--- src/rtl/mul_three_acc_pkg.sv ---
// Shared types and constants for the product accumulator.
// Build option: MUL_THREE_ACC_SAT_EN clamps the sum instead of wrapping.
package mul_three_acc_pkg;

    typedef enum logic {
        ACC  = 1'b0,
        HOLD = 1'b1
    } state_e;

    function automatic int cnt_width(input int max_terms);
        return $clog2(max_terms + 1);
    endfunction

`ifdef MUL_THREE_ACC_SAT_EN
    localparam bit SAT_EN = 1'b1;
`else
    localparam bit SAT_EN = 1'b0;
`endif

endpackage

--- src/rtl/mul_three_acc_add.sv ---
// Combinational ACC_W-bit adder with carry-out.
// With SAT set, a carry clamps the sum to all ones.
module mul_three_acc_add #(
    parameter int ACC_W = 10,
    parameter bit SAT   = 1'b0
) (
    input  logic [ACC_W-1:0] a_i,
    input  logic [ACC_W-1:0] b_i,
    output logic [ACC_W-1:0] sum_o,
    output logic             carry_o
);

    logic [ACC_W:0] full;

    // One extra bit catches the carry; clamp or wrap on top of it.
    always_comb begin
        full    = {1'b0, a_i} + {1'b0, b_i};
        carry_o = full[ACC_W];
        if (SAT && full[ACC_W]) begin
            sum_o = '1;
        end else begin
            sum_o = full[ACC_W-1:0];
        end
    end

endmodule

--- src/rtl/mul_three_acc.sv ---
// Groups consecutive products into one wide sum per group.
// Build option: MUL_THREE_ACC_SAT_EN (via the package) selects saturation.
module mul_three_acc
    import mul_three_acc_pkg::*;
#(
    parameter int BW        = 8,
    parameter int ACC_W     = BW + 2,
    parameter int MAX_TERMS = 16,
    parameter int CNT_W     = cnt_width(MAX_TERMS)
) (
    input  logic             clk,
    input  logic             rst_n,
    input  logic             prod_valid,
    output logic             prod_ready,
    input  logic [BW-1:0]    prod,
    input  logic             prod_last,
    output logic             acc_valid,
    input  logic             acc_ready,
    output logic [ACC_W-1:0] acc,
    output logic [CNT_W-1:0] acc_count,
    output logic             acc_ovf
);

    state_e           state_q, state_d;
    logic [ACC_W-1:0] acc_q, acc_d;
    logic [CNT_W-1:0] cnt_q, cnt_d;
    logic             ovf_q, ovf_d;

    logic [ACC_W-1:0] prod_ext;
    logic [ACC_W-1:0] sum;
    logic             carry;
    logic [CNT_W-1:0] cnt_inc;
    logic             prod_hs;
    logic             res_hs;

    assign prod_ext = ACC_W'(prod);
    assign cnt_inc  = cnt_q + CNT_W'(1);

    mul_three_acc_add #(
        .ACC_W (ACC_W),
        .SAT   (SAT_EN)
    ) u_add (
        .a_i     (acc_q),
        .b_i     (prod_ext),
        .sum_o   (sum),
        .carry_o (carry)
    );

    // A new product may only enter HOLD while the pending result leaves.
    assign acc_valid  = (state_q == HOLD);
    assign prod_ready = (state_q == ACC) ? 1'b1 : acc_ready;
    assign prod_hs    = prod_valid && prod_ready;
    assign res_hs     = acc_valid && acc_ready;

    assign acc       = acc_q;
    assign acc_count = cnt_q;
    assign acc_ovf   = ovf_q;

    // Next-state: accumulate in ACC, hand off or restart in HOLD.
    always_comb begin
        state_d = state_q;
        acc_d   = acc_q;
        cnt_d   = cnt_q;
        ovf_d   = ovf_q;
        unique case (state_q)
            ACC: begin
                if (prod_hs) begin
                    acc_d = sum;
                    cnt_d = cnt_inc;
                    ovf_d = ovf_q | carry;
                    if (prod_last || (cnt_inc == CNT_W'(MAX_TERMS))) begin
                        state_d = HOLD;
                    end
                end
            end
            HOLD: begin
                if (res_hs) begin
                    if (prod_hs) begin
                        acc_d = prod_ext;
                        cnt_d = CNT_W'(1);
                        ovf_d = 1'b0;
                        if (prod_last || (MAX_TERMS == 1)) begin
                            state_d = HOLD;
                        end else begin
                            state_d = ACC;
                        end
                    end else begin
                        acc_d   = '0;
                        cnt_d   = '0;
                        ovf_d   = 1'b0;
                        state_d = ACC;
                    end
                end
            end
            default: state_d = ACC;
        endcase
    end

    // State and group registers; reset drops any partial group.
    always_ff @(posedge clk or negedge rst_n) begin
        if (!rst_n) begin
            state_q <= ACC;
            acc_q   <= '0;
            cnt_q   <= '0;
            ovf_q   <= 1'b0;
        end else begin
            state_q <= state_d;
            acc_q   <= acc_d;
            cnt_q   <= cnt_d;
            ovf_q   <= ovf_d;
        end
    end

endmodule

--- config.mk ---
export PLATFORM = sky130hd
export DESIGN_NAME = mul_three_acc
export DESIGN_NICKNAME = d
export VERILOG_FILES = /design/src/rtl/mul_three_acc_pkg.sv /design/src/rtl/mul_three_acc_add.sv /design/src/rtl/mul_three_acc.sv
export SDC_FILE = /design/constraint.sdc
export NUM_CORES = 1
export LEC_CHECK = 0
export BUFFER_PORTS_ARGS = -buffer_cell sky130_fd_sc_hd__clkbuf_2
export CORE_MARGIN = 3
export CORE_UTILIZATION = 47
export CTS_BUF_LIST = sky130_fd_sc_hd__clkbuf_2 sky130_fd_sc_hd__clkbuf_4 sky130_fd_sc_hd__clkbuf_8
export DETAILED_ROUTE_END_ITERATION = 12
export GPL_ROUTABILITY_DRIVEN = 0
export HOLD_SLACK_MARGIN = 0.05
export PLACE_DENSITY = 0.84
export SETUP_SLACK_MARGIN = 0.02
export SYNTH_ARGS = -nofsm -noshare
export SYNTH_HDL_FRONTEND = slang
export SYNTH_HIERARCHICAL = 1
export SYNTH_SLANG_ARGS = --single-unit
--- constraint.sdc ---
create_clock -name clk -period 2.2 [get_ports clk]
set_clock_uncertainty 0.2 [all_clocks]
set_input_delay 0.44 -clock clk [delete_from_list [all_inputs] [get_ports clk]]
set_output_delay 0.44 -clock clk [all_outputs]
set_load 0.02 [all_outputs]
# Word-level counts from Yosys, hierarchy flattened
# Cells that the tools add are included.
[classes]
n_addsub = 2
mul = 0
n_div = 0
n_lt_le_gt_ge = 0
n_eq_ne = 3
shifts = 0
mux = 18
n_bitwise = 2
n_reduce_logical = 4
[ops]
columns = ["op", "n"]
rows = [
  ["10-bit two-way mux", 2],
  ["10-bit one-hot mux with 2 select lines", 1],
  ["10-bit by 8-bit adder with 11-bit output", 1],
  ["5-bit two-way mux", 2],
  ["5-bit one-hot mux with 2 select lines", 1],
  ["1-bit two-way mux", 9],
  ["8-bit two-way mux", 1],
  ["5-bit by 1-bit adder with 5-bit output (second input constant)", 1],
  ["5-bit == test (second input constant)", 1],
  ["1-bit one-hot mux with 2 select lines", 2],
  ["1-bit logical AND", 2],
  ["2-bit by 1-bit != test with 1-bit output (second input constant)", 1],
  ["2-bit != test (second input constant)", 1],
  ["2-bit AND reduction", 1],
  ["1-bit logical OR", 1],
  ["1-bit NOT", 1],
  ["1-bit bitwise OR", 1],
]
[totals]
ff_bits = 17
latchBits = 0
mem_bits_rw = 0
rom_bits = 0
word_cells = 33
memories = 0

# Longest topological paths before layout
[depth]
word_depth = 6
ltp_mapped = 10
mapped_depth_nobuf = 10

# Hierarchy
# Netlist, hierarchy kept.
[modules_own_cells]
columns = ["mod", "n_inst", "cells_per_inst", "area_each_um2", "seq_area_each_um2"]
rows = [
  ["mul_three_acc", 1, 99, 980.9, 425.4],
  ["mul_three_acc_add", 1, 54, 427.9, 0.0],
]

# Worst setup path before layout
# No wires, ideal clock.
[synth_path]
path_type = "reg-to-reg"
start = "reg acc_q[0], in the netlist acc[0]"
end = "reg acc_q[6], in the netlist acc[6]"
setup_ps = 137
arrival_ps = 1944
required_time_ps = 1863
slack_ps = -81
stages_incl_launch_ff = 11
synth_period_minus_slack_ps = 2281
path_cell_list = "dfrtp_1 > ha_1 > inv_1 > fa_1 > nor2b_1 > o21a_1 > a31o_1 > nor2_1 > xnor2_1 > a211oi_1 > a21oi_1"
[synth_between]
elab_chain_len = 3
[synth_lines]
columns = ["item", "line", "source"]
rows = [
  ["start, declared", "mul_three_acc.sv:25", "logic [ACC_W-1:0] acc_q, acc_d;"],
  ["start signal, assigned", "mul_three_acc.sv:103", "acc_q <= '0;"],
  ["start signal, assigned", "mul_three_acc.sv:108", "acc_q <= acc_d;"],
  ["10-bit by 8-bit adder with 11-bit output", "mul_three_acc_add.sv:17", "full = {1'b0, a_i} + {1'b0, b_i};"],
  ["named net sum[6]", "mul_three_acc.sv:30", "logic [ACC_W-1:0] sum;"],
  ["10-bit two-way mux", "mul_three_acc.sv:67", "if (prod_hs) begin"],
  ["10-bit one-hot mux with 2 select lines", "mul_three_acc.sv:65", "unique case (state_q)"],
]
# The timed path passes the listed nets, and every way through them passes these cells. The select of a mux whose other input is x is not followed.
# A chain may end at the register's enable or synchronous reset.

# Worst setup path in the final report
[layout_path]
start = "reg acc_q[0], in the netlist acc[0]"
end = "reg ovf_q, in the netlist acc_ovf"
[layout_between]
elab_chain_len = 4
[layout_lines]
columns = ["item", "line", "source"]
rows = [
  ["10-bit by 8-bit adder with 11-bit output", "mul_three_acc_add.sv:17", ""],
  ["named net carry", "mul_three_acc.sv:31", "logic carry;"],
  ["1-bit bitwise OR", "mul_three_acc.sv:70", "ovf_d = ovf_q | carry;"],
  ["1-bit two-way mux", "mul_three_acc.sv:67", ""],
  ["1-bit one-hot mux with 2 select lines", "mul_three_acc.sv:65", ""],
  ["end signal, assigned", "mul_three_acc.sv:110", "ovf_q <= ovf_d;"],
  ["end, declared", "mul_three_acc.sv:27", "logic ovf_q, ovf_d;"],
]
# The timed path passes the listed nets, and every way through them passes these cells. The select of a mux whose other input is x is not followed.

==> reports/qor.yml <==
run_status:
  status: "finished, violations left"
  violations: "setup timing"
synthesis:
  ys_seq_area_frac: 0.3020
  synthesis.area_mm2: 0.001409
  yosysWarningCount: 6
  async_reset_ff_frac: 1.000
  ys_types: 44
  synth_top_flop_cell: "dfrtp_1"
  syn_avg_cell_area_um2: 9.208
  synth-edff-count: 0
  synthCells: 153
  synth-seq-cells: 17
global_route:
  overflow: 0
  grt_pass1_wl_mm: 5.664
  antenna_found_initial: 0
  grt_start_max_net_pins: 20
  track_usage: 0.2032
  grt_pass1_vias: 1261
layout:
  finalNetCount: 223
  drive_gt1_frac: 0.3367
  area_delta_synth_final_pct: 24.25
  n_antenna_cell: 0
  fin_cells: 227
clock_tree:
  path_clk_slew_ns: 0.11
  cts_sinks: 17
  cts_tree: "built"
  cts_buffers: 3
  clk_latency_ns: 0.30
  cts-root-buf: "clkbuf_4"
  cts_buffer_depth: 2
  htreeDepth: 1
routing:
  drc: 0
  drt_iter0_markers: 42
  avgViaCountPerCell: 5.797
  num_vias: 1316
  wl_mm: 3.403
  avgRoutedWirePerCell_um: 14.99
  ant_nets: 0
  firstDrtPassIters: 4
sta:
  min_period_ns: 2.222
  whs_ns: 0.1859
  final-setup-viol-count: 2
  setup_slack_ns: -0.02192
  maxSlewViolCount: 0
  period_share: 1.010
  hold_violations: 0
  rsz0062_at_grt: "true"
  setup_tns_ns: -0.04114
  fmax_ghz: 0.4501
floorplanning:
  die_h_um: 60.75
  dieArea_mm2: 0.003691
  num_rows: 19
  die_w_um: 60.75
  io_pins: 31
  start_util: 0.5022
  core_mm2: 0.002805
setup_path:
  cp.arrival_ns: 2.22
  start_kind: "flip-flop"
  critPathMaxStageDelay_ns: 0.44
  required_ns: 2.20
  cp_max_fo: 2
  crit_buf_inv: 1
  critPathTopFamily: "compound AO/OA/AOI/OAI gates"
  crit_type: "reg2reg"
  end_kind: "flip-flop"
  crit_slowest_cell: "dfrtp_2"
  cp_cell_sequence: "ha_4 -> inv_2 -> fa_2 -> nor2b_1 -> o21a_1 -> a31o_1 -> nor2_1 -> o21ai_0 -> a21oi_1 -> o2bb2ai_1"
pwr:
  ir_drop_uv: 528.0
  p_leak_nw: 0.8259
  p_per_area_mw_per_mm2: 1006
  total_power_mw: 1.760
placement:
  dp.cells: 219
  dpl.hpwl_mm: 2.587
  io_buffer_count: 30
  dp_slack_ns: -0.2866
run:
  cap_violations: 0
min_path:
  hold_path.class: "in2reg"
## per-stage QoR
step / cell area [um2] / util
after floorplan: 1433 / -
after global placement: 1660 / 0.5919
after detailed placement: 1660 / 0.5919
after CTS: 1730 / 0.6169
after global routing: 1750 / 0.6240
final: 1750 / 0.6240
## cells by family after synthesis
group,synth area share
AOI/OAI and AO/OA,0.2762
DFF,0.3020
adders and majority gates,0.1208
muxes,0.02132
buffers and inverters,0.04707
xor gates and xnor gates,0.07460
and+or+nand+nor,0.1554
other,0.002662
## timing repair
item	4_1_cts	5_1_grt
resized for setup	3	4
endpoints found under the setup margin	3	7
endpoints found under the hold margin	17	0
hold buffers	1	0
buffers inserted	3	0
pin swaps	1	4
## flip-flops by register name (all words and copies together) (netlist names)
signal     count
acc           10
acc_valid      1
acc_count      5
acc_ovf        1
## Yosys cell counts, types with 2 or more instances
| master | number | area, um2 |
|---|---|---|
| nor3_1 | 2 | 10.01 |
| nor2_1 | 3 | 11.26 |
| o22ai_1 | 2 | 12.51 |
| nand2_1 | 9 | 33.78 |
| buf_4 | 2 | 15.01 |
| xnor2_1 | 6 | 52.55 |
| and2b_1 | 7 | 52.55 |
| nand4_1 | 2 | 12.51 |
| a21o_1 | 3 | 22.52 |
| o21ai_0 | 7 | 35.03 |
| xor2_1 | 6 | 52.55 |
| mux2i_1 | 3 | 30.03 |
| and2_1 | 2 | 12.51 |
| a211oi_1 | 8 | 60.06 |
| o21a_1 | 2 | 15.01 |
| nor2b_1 | 3 | 18.77 |
| and3_1 | 2 | 12.51 |
| dfrtp_1 | 17 | 425.4 |
| a21oi_1 | 17 | 85.08 |
| a22oi_1 | 8 | 60.06 |
| inv_1 | 5 | 18.77 |
| nand2b_1 | 2 | 12.51 |
| buf_2 | 2 | 10.01 |
| clkbuf_1 | 2 | 7.510 |
| ha_1 | 12 | 150.1 |
## path summary, 6_finish.rpt
path,slack (ns),start,depth (start not counted),end
min reg2reg,0.37,acc_ovf,1,acc_ovf
max in group asynchronous,1.05,rst_n,2,acc[2]
min in group asynchronous,0.41,rst_n,2,acc_count[3]
min,0.19,acc_ready,2,acc_count[2]
max reg2reg,-0.02,acc[0],10,acc_ovf
max,-0.02,acc[0],10,acc_ovf
## layout by cell type, fill, tap and decap left out, drive strengths merged
cell          n
a31o          1
a21o          3
and2b         8
buf          14
nand2        10
nand4         2
clkinv        2
a221oi        1
nand2b        2
o21a          2
a211oi        9
fa            1
or2           1
and2          2
o31ai         1
o21ai         7
clkbuf       33
a22oi         8
nand3b        1
dlygate4sd3   1
nor2b         3
o41ai         1
o22ai         2
inv           5
ha           12
nor2          3
nor3          2
conb          2
a21oi        17
dfrtp        17
nand3         1
mux2i         3
a21bo         1
xnor2         6
and3          3
a31oi         1
a41oi         1
xor2          6
o2bb2ai       1
## metal layers
metal,GRT usage,vias up,routed length [um]
li1,-,641,-
met1,0.2760,646,1523
met2,0.3420,24,1731
met3,0.006383,5,92
met4,0.08050,0,55
met5,0,-,0
## final cells by class
class,instances,area (um2)
Timing Repair Buffer,45,265.3
Clock inverter,1,5.005
Tap cell,31,38.79
Clock buffer,3,22.52
Multi-Input combinational cell,124,968.4
Inverter,6,22.52
Fill cell,233,1055
Sequential cell,17,427.9
## report_power, final
part	switching (mW)	total (mW)	internal, mW
Sequential	0.130	0.534	0.404
Combinational	0.550	1.05	0.498
Clock	0.110	0.178	0.0679
No activity file was read; power rests on OpenSTA's default activity.
